--- src/rtl/tcdm_port_arbiter_if.sv ---
// Bundle of the requester-side and interconnect-side TCDM signals around one shared port.
// slave: the arbiter's view. master: the environment (requesters + interconnect).
interface tcdm_port_arbiter_if #(
  parameter int unsigned NumReq    = 4,
  parameter int unsigned AddrWidth = 32,
  parameter int unsigned DataWidth = 32,
  parameter int unsigned BeWidth   = DataWidth / 8
);
  // Requester side
  logic [NumReq-1:0]                req_i;
  logic [NumReq-1:0][AddrWidth-1:0] add_i;
  logic [NumReq-1:0]                wen_i;
  logic [NumReq-1:0][DataWidth-1:0] wdata_i;
  logic [NumReq-1:0][BeWidth-1:0]   be_i;
  logic [NumReq-1:0]                gnt_o;
  logic [NumReq-1:0]                vld_o;
  logic [NumReq-1:0][DataWidth-1:0] rdata_o;
  // Interconnect side
  logic                             req_o;
  logic [AddrWidth-1:0]             add_o;
  logic                             wen_o;
  logic [DataWidth-1:0]             wdata_o;
  logic [BeWidth-1:0]               be_o;
  logic                             gnt_i;
  logic                             vld_i;
  logic [DataWidth-1:0]             rdata_i;
  // Status
  logic                             err_o;

  modport slave (
    input  req_i, add_i, wen_i, wdata_i, be_i, gnt_i, vld_i, rdata_i,
    output gnt_o, vld_o, rdata_o, req_o, add_o, wen_o, wdata_o, be_o, err_o
  );

  modport master (
    output req_i, add_i, wen_i, wdata_i, be_i, gnt_i, vld_i, rdata_i,
    input  gnt_o, vld_o, rdata_o, req_o, add_o, wen_o, wdata_o, be_o, err_o
  );
endinterface

--- src/rtl/tcdm_port_arbiter.sv ---
// Shares one tcdm_interconnect initiator port among NumReq requesters.
// Round-robin with request locking; responses routed in order through an index FIFO.
module tcdm_port_arbiter #(
  parameter int unsigned NumReq      = 4,
  parameter int unsigned AddrWidth   = 32,
  parameter int unsigned DataWidth   = 32,
  parameter int unsigned BeWidth     = DataWidth / 8,
  parameter int unsigned RespLat     = 1,
  parameter bit          WriteRespOn = 1'b1,
  parameter int unsigned MaxOutst    = RespLat + 1
) (
  input logic                clk_i,
  input logic                rst_ni,
  tcdm_port_arbiter_if.slave bus
);

  localparam int unsigned IdxW = (NumReq > 1) ? $clog2(NumReq) : 1;
  localparam int unsigned PtrW = (MaxOutst > 1) ? $clog2(MaxOutst) : 1;
  localparam int unsigned CntW = $clog2(MaxOutst + 1);

  localparam logic [IdxW-1:0] LastIdx = IdxW'(NumReq - 1);
  localparam logic [PtrW-1:0] LastPtr = PtrW'(MaxOutst - 1);
  localparam logic [CntW-1:0] FullCnt = CntW'(MaxOutst);

  logic [IdxW-1:0] rr_q, rr_d;
  logic            lock_q, lock_d;
  logic [IdxW-1:0] lock_idx_q, lock_idx_d;
  logic [IdxW-1:0] winner;
  logic            lock_hold;
  logic            found;
  int unsigned     scan_idx;
  logic [IdxW-1:0] scan_sel;

  logic [IdxW-1:0] idx_mem_q [MaxOutst];
  logic [PtrW-1:0] wr_ptr_q, wr_ptr_d;
  logic [PtrW-1:0] rd_ptr_q, rd_ptr_d;
  logic [CntW-1:0] cnt_q, cnt_d;
  logic            err_q, err_d;

  logic full, empty, hs, push, pop;

  assign full  = (cnt_q == FullCnt);
  assign empty = (cnt_q == '0);

  // Winner: the locked requester while it keeps requesting, else first requester from rr_q.
  always_comb begin
    winner    = '0;
    found     = 1'b0;
    scan_idx  = 0;
    scan_sel  = '0;
    lock_hold = lock_q & bus.req_i[lock_idx_q];
    if (lock_hold) begin
      winner = lock_idx_q;
    end else begin
      for (int unsigned k = 0; k < NumReq; k++) begin
        scan_idx = (32'(rr_q) + k) % NumReq;
        scan_sel = IdxW'(scan_idx);
        if (!found && bus.req_i[scan_sel]) begin
          winner = scan_sel;
          found  = 1'b1;
        end
      end
    end
  end

  // Interconnect-side request and payload mux; full blocks requests with no pop lookahead.
  assign bus.req_o   = (|bus.req_i) & ~full;
  assign bus.add_o   = bus.add_i[winner];
  assign bus.wen_o   = bus.wen_i[winner];
  assign bus.wdata_o = bus.wdata_i[winner];
  assign bus.be_o    = bus.be_i[winner];
  assign bus.err_o   = err_q;

  assign hs   = bus.req_o & bus.gnt_i;
  assign push = hs & (~bus.wen_o | WriteRespOn);
  assign pop  = bus.vld_i & ~empty;

  // Grant fan-out and in-order response routing to the FIFO head.
  always_comb begin
    bus.gnt_o = '0;
    bus.vld_o = '0;
    if (hs) begin
      bus.gnt_o[winner] = 1'b1;
    end
    if (pop) begin
      bus.vld_o[idx_mem_q[rd_ptr_q]] = 1'b1;
    end
    for (int unsigned i = 0; i < NumReq; i++) begin
      bus.rdata_o[i] = bus.rdata_i;
    end
  end

  // Arbitration state: advance pointer on handshake, lock an ungranted winner.
  always_comb begin
    rr_d       = rr_q;
    lock_d     = lock_hold;  // a locked requester that drops its request releases the lock
    lock_idx_d = lock_idx_q;
    if (hs) begin
      rr_d   = (winner == LastIdx) ? '0 : winner + IdxW'(1);
      lock_d = 1'b0;
    end else if (bus.req_o) begin
      lock_d     = 1'b1;
      lock_idx_d = winner;
    end
  end

  // Index FIFO pointers, occupancy and sticky error.
  always_comb begin
    wr_ptr_d = wr_ptr_q;
    rd_ptr_d = rd_ptr_q;
    cnt_d    = cnt_q;
    err_d    = err_q | (bus.vld_i & empty);
    if (push) begin
      wr_ptr_d = (wr_ptr_q == LastPtr) ? '0 : wr_ptr_q + PtrW'(1);
    end
    if (pop) begin
      rd_ptr_d = (rd_ptr_q == LastPtr) ? '0 : rd_ptr_q + PtrW'(1);
    end
    if (push && !pop) begin
      cnt_d = cnt_q + CntW'(1);
    end else if (!push && pop) begin
      cnt_d = cnt_q - CntW'(1);
    end
  end

  // Control state registers with synchronous reset.
  always_ff @(posedge clk_i) begin
    if (!rst_ni) begin
      rr_q       <= '0;
      lock_q     <= 1'b0;
      lock_idx_q <= '0;
      wr_ptr_q   <= '0;
      rd_ptr_q   <= '0;
      cnt_q      <= '0;
      err_q      <= 1'b0;
    end else begin
      rr_q       <= rr_d;
      lock_q     <= lock_d;
      lock_idx_q <= lock_idx_d;
      wr_ptr_q   <= wr_ptr_d;
      rd_ptr_q   <= rd_ptr_d;
      cnt_q      <= cnt_d;
      err_q      <= err_d;
    end
  end

  // FIFO storage; contents are only meaningful below the occupancy count.
  always_ff @(posedge clk_i) begin
    if (push) begin
      idx_mem_q[wr_ptr_q] <= winner;
    end
  end

endmodule

--- src/flat_wrapper.sv ---
// flat-port wrapper written by rule: the top's interface ports become plain ports
module tcdm_port_arbiter_flat 
#(
  parameter int unsigned NumReq      = 4,
  parameter int unsigned AddrWidth   = 32,
  parameter int unsigned DataWidth   = 32,
  parameter int unsigned BeWidth     = DataWidth / 8,
  parameter int unsigned RespLat     = 1,
  parameter bit          WriteRespOn = 1'b1,
  parameter int unsigned MaxOutst    = RespLat + 1
)
  (clk_i, rst_ni, bus_req_i, bus_add_i, bus_wen_i, bus_wdata_i, bus_be_i, bus_gnt_i, bus_vld_i, bus_rdata_i, bus_gnt_o, bus_vld_o, bus_rdata_o, bus_req_o, bus_add_o, bus_wen_o, bus_wdata_o, bus_be_o, bus_err_o);
  tcdm_port_arbiter_if #(.NumReq(NumReq), .AddrWidth(AddrWidth), .DataWidth(DataWidth), .BeWidth(BeWidth)) bus_i ();
  input logic clk_i;
  input logic rst_ni;
  input wire logic [$bits(bus_i.req_i)-1:0] bus_req_i;
  input wire logic [$bits(bus_i.add_i)-1:0] bus_add_i;
  input wire logic [$bits(bus_i.wen_i)-1:0] bus_wen_i;
  input wire logic [$bits(bus_i.wdata_i)-1:0] bus_wdata_i;
  input wire logic [$bits(bus_i.be_i)-1:0] bus_be_i;
  input wire logic [$bits(bus_i.gnt_i)-1:0] bus_gnt_i;
  input wire logic [$bits(bus_i.vld_i)-1:0] bus_vld_i;
  input wire logic [$bits(bus_i.rdata_i)-1:0] bus_rdata_i;
  output wire logic [$bits(bus_i.gnt_o)-1:0] bus_gnt_o;
  output wire logic [$bits(bus_i.vld_o)-1:0] bus_vld_o;
  output wire logic [$bits(bus_i.rdata_o)-1:0] bus_rdata_o;
  output wire logic [$bits(bus_i.req_o)-1:0] bus_req_o;
  output wire logic [$bits(bus_i.add_o)-1:0] bus_add_o;
  output wire logic [$bits(bus_i.wen_o)-1:0] bus_wen_o;
  output wire logic [$bits(bus_i.wdata_o)-1:0] bus_wdata_o;
  output wire logic [$bits(bus_i.be_o)-1:0] bus_be_o;
  output wire logic [$bits(bus_i.err_o)-1:0] bus_err_o;
  assign bus_i.req_i = bus_req_i;
  assign bus_i.add_i = bus_add_i;
  assign bus_i.wen_i = bus_wen_i;
  assign bus_i.wdata_i = bus_wdata_i;
  assign bus_i.be_i = bus_be_i;
  assign bus_i.gnt_i = bus_gnt_i;
  assign bus_i.vld_i = bus_vld_i;
  assign bus_i.rdata_i = bus_rdata_i;
  assign bus_gnt_o = bus_i.gnt_o;
  assign bus_vld_o = bus_i.vld_o;
  assign bus_rdata_o = bus_i.rdata_o;
  assign bus_req_o = bus_i.req_o;
  assign bus_add_o = bus_i.add_o;
  assign bus_wen_o = bus_i.wen_o;
  assign bus_wdata_o = bus_i.wdata_o;
  assign bus_be_o = bus_i.be_o;
  assign bus_err_o = bus_i.err_o;
  tcdm_port_arbiter #(.NumReq(NumReq), .AddrWidth(AddrWidth), .DataWidth(DataWidth), .BeWidth(BeWidth), .RespLat(RespLat), .WriteRespOn(WriteRespOn), .MaxOutst(MaxOutst)) u_core (.clk_i(clk_i), .rst_ni(rst_ni), .bus(bus_i));
endmodule
--- config.mk ---
export PLATFORM = sky130hd
export DESIGN_NAME = tcdm_port_arbiter_flat
export DESIGN_NICKNAME = d
export VERILOG_FILES = /design/src/rtl/tcdm_port_arbiter_if.sv /design/src/rtl/tcdm_port_arbiter.sv /design/src/flat_wrapper.sv
export SDC_FILE = /design/constraint.sdc
export NUM_CORES = 1
export LEC_CHECK = 0
export CELL_PAD_IN_SITES_DETAIL_PLACEMENT = 0
export CELL_PAD_IN_SITES_GLOBAL_PLACEMENT = 2
export CORE_AREA = 4 4 209 211
export CTS_CLUSTER_DIAMETER = 50
export CTS_CLUSTER_SIZE = 40
export DETAILED_ROUTE_END_ITERATION = 10
export DIE_AREA = 0 0 213 215
export GPL_TIMING_DRIVEN = 0
export PLACE_DENSITY_LB_ADDON = 0.1
export SLEW_MARGIN = 30
export SYNTH_ARGS = -nofsm -noshare
export SYNTH_HDL_FRONTEND = slang
export SYNTH_SLANG_ARGS = --single-unit
--- constraint.sdc ---
create_clock -name clk_i -period 10.8 [get_ports clk_i]
set_clock_uncertainty 0.2 [all_clocks]
set_input_delay 3.24 -clock clk_i [delete_from_list [all_inputs] [get_ports clk_i]]
set_output_delay 3.24 -clock clk_i [all_outputs]
set_load 0.02 [all_outputs]
; Yosys cells after proc, flatten, opt, wreduce, memory -nomap -nowiden
; Memories as Yosys holds them, arrays and structs flattened. A register that Yosys moved wholly into a read port is not among the register bits.
; Index checks and enable logic that the tools add are counted.
; W data, S select, Z words.
[totals]
regBits = 10
ram_bits = 4
memories = 1
in_bits = 316
word_cells = 99
[mem_list]
columns = name, depth, word_bits, rd, rd_clocked_by_memory_dff, write_ports, line
row1 = u_core.idx_mem_q, 2, 2, 1, 1, 1, tcdm_port_arbiter.sv:34  ; logic [IdxW-1:0] idx_mem_q [MaxOutst];
[classes]
addsub = 8
bitwise_logic = 10
magnitude_cmp = 9
muxes = 45
eq_ne = 2
reduce_logical = 17
[op_table]
columns = operator, count
row1 = $bmux W32 S2, 2
row2 = $mux W32, 2
row3 = $lt A2 B3 Y1 const B, 7
row4 = $mux W1, 21
row5 = $mux W2, 8
row6 = $bmux W1 S2, 6
row7 = $mux W4, 3
row8 = $bmux W4 S2, 1
row9 = $logic_and A1 B1 Y1, 7
row10 = $add A2 B1 Y2 const B, 3
row11 = $and A1 B1 Y1, 5
row12 = $logic_not A1 Y1, 5
row13 = $add A2 B2 Y2 const B, 2
row14 = $demux W1 S2, 2
row15 = $eq A2 B2 Y1 const B, 2
row16 = $ge A2 B1 Y1 const B, 2
row17 = $not A1 Y1, 4
row18 = $reduce_or A4 Y1, 1
row19 = $add A1 B1 Y1 const B, 2
row20 = $logic_not A2 Y1, 1
row21 = $reduce_and A2 Y1, 1
row22 = $reduce_bool A2 Y1, 1
row23 = $reduce_or A2 Y1, 1
row24 = $sub A2 B1 Y2 const B, 1
row25 = $or A1 B1 Y1, 1

; Logic depth before layout (Yosys ltp)
[logic_depth]
ltp_word = 21
depth_mapped = 9
ltp_nobuf = 9

; Least setup slack after synthesis
; Ideal clock, no wire load.
[synth_timing]
kind = input-to-output
from = input bus_req_i[3]
to = output bus_add_o[0]
t_required_ps = 7360
t_arrival_ps = 4861
cell_stages = 9
setup_slack_ps = 2499
cell_sequence = buf_4 inv_2 and3_1 buf_2 nor3_4 buf_2 clkbuf_1 a211oi_1 mux2i_1
[synth_via]
elab_chain_len = 18
[synth_lines]
columns = item, line
row1 = "start, declared", flat_wrapper.sv:16  ; input wire logic [$bits(bus_i.req_i)-1:0] bus_req_i;
row2 = $bmux W1 S2, tcdm_port_arbiter.sv:58  ; if (!found && bus.req_i[scan_sel]) begin
row3 = $mux W1 (implied by the code), tcdm_port_arbiter.sv:58
row4 = $mux W1, tcdm_port_arbiter.sv:58
row5 = $mux W1, tcdm_port_arbiter.sv:52  ; if (lock_hold) begin
row6 = $logic_not A1 Y1, tcdm_port_arbiter.sv:58
row7 = $logic_and A1 B1 Y1, tcdm_port_arbiter.sv:58
row8 = $mux W1, tcdm_port_arbiter.sv:58
row9 = $mux W1, tcdm_port_arbiter.sv:52
row10 = [... 2 more ...], n/a
row11 = $mux W1, tcdm_port_arbiter.sv:58
row12 = $mux W1, tcdm_port_arbiter.sv:52
row13 = $logic_not A1 Y1, tcdm_port_arbiter.sv:58
row14 = $logic_and A1 B1 Y1, tcdm_port_arbiter.sv:58
row15 = $mux W2, tcdm_port_arbiter.sv:58
row16 = $mux W2 *, tcdm_port_arbiter.sv:52
row17 = $bmux W32 S2 *, tcdm_port_arbiter.sv:68  ; assign bus.add_o = bus.add_i[winner];
row18 = $mux W32 (implied by the code) *, tcdm_port_arbiter.sv:68
row19 = "end, declared", flat_wrapper.sv:28  ; output wire logic [$bits(bus_i.add_o)-1:0] bus_add_o;
; Mark *: on every way between the ends. The rest lies on a longest branch, timed or not. The select of a mux whose other input is x is not followed.

; Final worst setup path
[layout_timing]
from = input bus_req_i[0]
to = output bus_add_o[26]
; The elaborated chain is that of the path after synthesis.

==> qor.yml <==
run_status:
  status: "finished, final reports clean"
cts:
  hold_buffers: 0
  cts_resized: 0
  cts_sinks: 15
  insertion_delay_ns: 0.24
  clk_path_buf_depth: 2
  cts_tree: "yes"
  htree_levels: 1
  ctsRootBufferMaster: "clkbuf_16"
  path_clk_slew_ns: 0.05
  post_cts.repair.setup_buffers: 0
  cts_buffers: 3
sta:
  fin_crit_sh_pct: 92.6
  tns_ns: 0
  setup_viol_count_final: 0
  period_needed_ns: 10.0
  clock.fmax_ghz: 0.100
  rsz0062_at_grt: "false"
  tightest_slew_ns: 0.851
  fin_ws_ns: 0.804
  drv_slew: 0
  slew-limit-headroom_pct: 43.3
  final-hold-violation-count: 0
die:
  floorplan.initialDensity_pct: 19.9
  io_pins: 523
  die-height_um: 215
  die_w_um: 213
  rows: 75
  core_region_area_um2: 41800
  die-area_um2: 45800
global_route:
  grt-ovfl-total: 0
  antenna_found_initial: 19
  grt_max_degree: 11
  grt_pass1_wl_um: 74400
  grt_usage_pct: 20.8
  grt_pass1_vias: 11500
critical_path:
  arrival_ns: 6.56
  ff2ff_path_depth: 7
  r2r_end: "u_core.lock_q"
  startpoint_type: "primary input"
  max_stage_delay_ns: 0.66
  timing.rr.start: "u_core.lock_idx_q[0]"
  critical-path-top-delay-family: "buffers and inverters"
  path_cells: "clkdlybuf4s50_1, and3_1, buf_2, nor3_4, buf_2, clkbuf_1, a211oi_1, mux2i_1, clkdlybuf4s50_1"
  worst-path-buf-inv: 5
  critPathRequiredTime_ns: 7.36
  worstPathMaxFanout: 10
  reg2reg_slack_ns: 8.25
  cp_num_cells: 9
  worstSetupPathType: "primary input to primary output"
  cp-end-kind: "primary output"
  slowest_stage: "clkdlybuf4s50_1"
synth:
  synthDistinctLibCells: 49
  ys_seq_elements: 15
  synthArstFlopShare_pct: 0
  avgSynthCellArea_um2: 6.88
  synthCells: 1206
  synth_area_um2: 8300
  yosys_warnings: 0
  synth-edff-count: 4
  synth_ff_type: "dfxtp_1"
  syn_nets: 1523
  yosysSeqAreaShare_pct: 4.10
placed_design:
  dp_slack_ns: 0.754
  gp_congestion: 0.788
  hpwl_um: 40300
  io_buffers: 489
layout:
  fin_util_pct: 33.5
  final_cell_mix: "clkdlybuf4s50_1, nand2_1, a21oi_1"
  layout_commonest_cell: "clkdlybuf4s50_1"
  syn2layout_area_growth_pct: 68.4
  nNetsFinal: 2017
  drive_gt1_share_pct: 13.4
drt:
  wl_per_cell_um: 22.7
  drt_iter0_drc: 787
  via_per_inst: 4.99
  drc_errors: 0
  first_pass_iters: 5
  num_vias: 11200
  ant_nets: 0
  postRouteWirelength_um: 51000
hold_path:
  whs_endpoint: "u_core.bus.err_o"
  min_from: "u_core.bus.err_o"
  hold_depth: 2
  worstHoldPathType: "register to register"
run:
  drv_cap: 0
pwr:
  power_per_cell_area_nw_per_um2: 121
  power_leakage_nw: 5.63
  total_power_mw: 1.69
  peakVddDrop_mv: 0.0565
==> sequential cells by signal (all words and copies together) (netlist names), named ones only <==
register	cells
u_core.idx_mem_q	4
u_core.cnt_q	2
u_core.lock_idx_q	2
u_core.rr_q	2
u_core.bus.err_o	1
u_core.lock_q	1
u_core.rd_ptr_q	1
u_core.wr_ptr_q	1
==> cell usage after synthesis, drive strengths merged (2+ instances only) <==
| cell type | number | area [µm²] |
|---|---|---|
| o311a | 138 | 1380 |
| clkbuf | 59 | 221 |
| dfxtp | 11 | 220 |
| o21ai | 3 | 15.0 |
| nand2b | 142 | 888 |
| mux2i | 73 | 756 |
| nor2 | 22 | 90.1 |
| and2 | 70 | 438 |
| a21oi | 144 | 724 |
| nor3 | 5 | 36.3 |
| a211oi | 71 | 538 |
| nand2 | 143 | 537 |
| and3 | 2 | 12.5 |
| nand3b | 2 | 15.0 |
| a311oi | 69 | 604 |
| buf | 216 | 1460 |
| edfxtp | 4 | 120 |
| xor2 | 3 | 26.3 |
| nor2b | 2 | 12.5 |
| nand3 | 2 | 10.0 |
| inv | 7 | 26.3 |
==> cells by family after synthesis <==
kind of cell               synth area share (%)
AOI/OAI and AO/OA                          40.8
and+or+nand+nor                            24.8
buffers and inverters                      20.6
muxes                                      9.11
DFF                                        4.10
xor gates and xnor gates                  0.422
adders and majority gates                 0.151
==> area by class of cell <==
type	count	area, µm²
fillers	4536	27800
multi-input cells	908	6250
repair buffers	489	4890
plain buffers	275	1680
well taps	539	674
flip-flops and latches	15	340
clock buffers	4	78.8
inverters	8	30.0
diodes	11	27.5
==> power by group <==
part / internal, mW / switching [mW] / leakage (nW)
combinational: 0.688 / 0.840 / 5.46
clock: 0.0499 / 0.0219 / 0.0382
sequential: 0.0741 / 0.0125 / 0.129
total: 0.812 / 0.874 / 5.63
==> stage by stage <==
| step | cells | cell area (µm²) | hold slack (ns) |
|---|---|---|---|
| 5_1_grt | 2247 | 14000 | 0.321 |
| 6_report | 2249 | 14000 | 0.278 |
| 2_1_floorplan | 1206 | 8300 | 0.272 |
| 3_3_place_gp | 2234 | 13900 | 0.252 |
| 3_5_place_dp | 2234 | 13900 | 0.270 |
| 4_1_cts | 2238 | 13900 | 0.284 |
==> metal layers <==
layer	routed length [µm]	vias to the layer above	track usage, %
li1	-	5401	-
met2	25300	418	36.0
met1	21300	5333	26.6
met5	98	-	0
met4	679	16	3.89
met3	3670	49	4.51
==> worst register-to-register path: cells and delay by family (launching register included) <==
kind / cells / cell delay (ns)
muxes: 1 / 0.29
DFF: 1 / 0.33
AOI/OAI and AO/OA: 2 / 0.31
buffers and inverters: 4 / 1.29
==> how the worst max path moves through the flow <==
stage / from / to / slack (ns)
floorplan: bus_req_i[3] / bus_add_o[0] / 2.50
global placement: bus_req_i[2] / bus_add_o[25] / 0.76
detailed placement: bus_req_i[0] / bus_add_o[18] / 0.75
CTS: bus_req_i[0] / bus_add_o[18] / 0.73
global route: bus_req_i[0] / bus_add_o[18] / 0.55
finish: bus_req_i[0] / bus_add_o[26] / 0.80
Power figures use the tool's default switching activity.
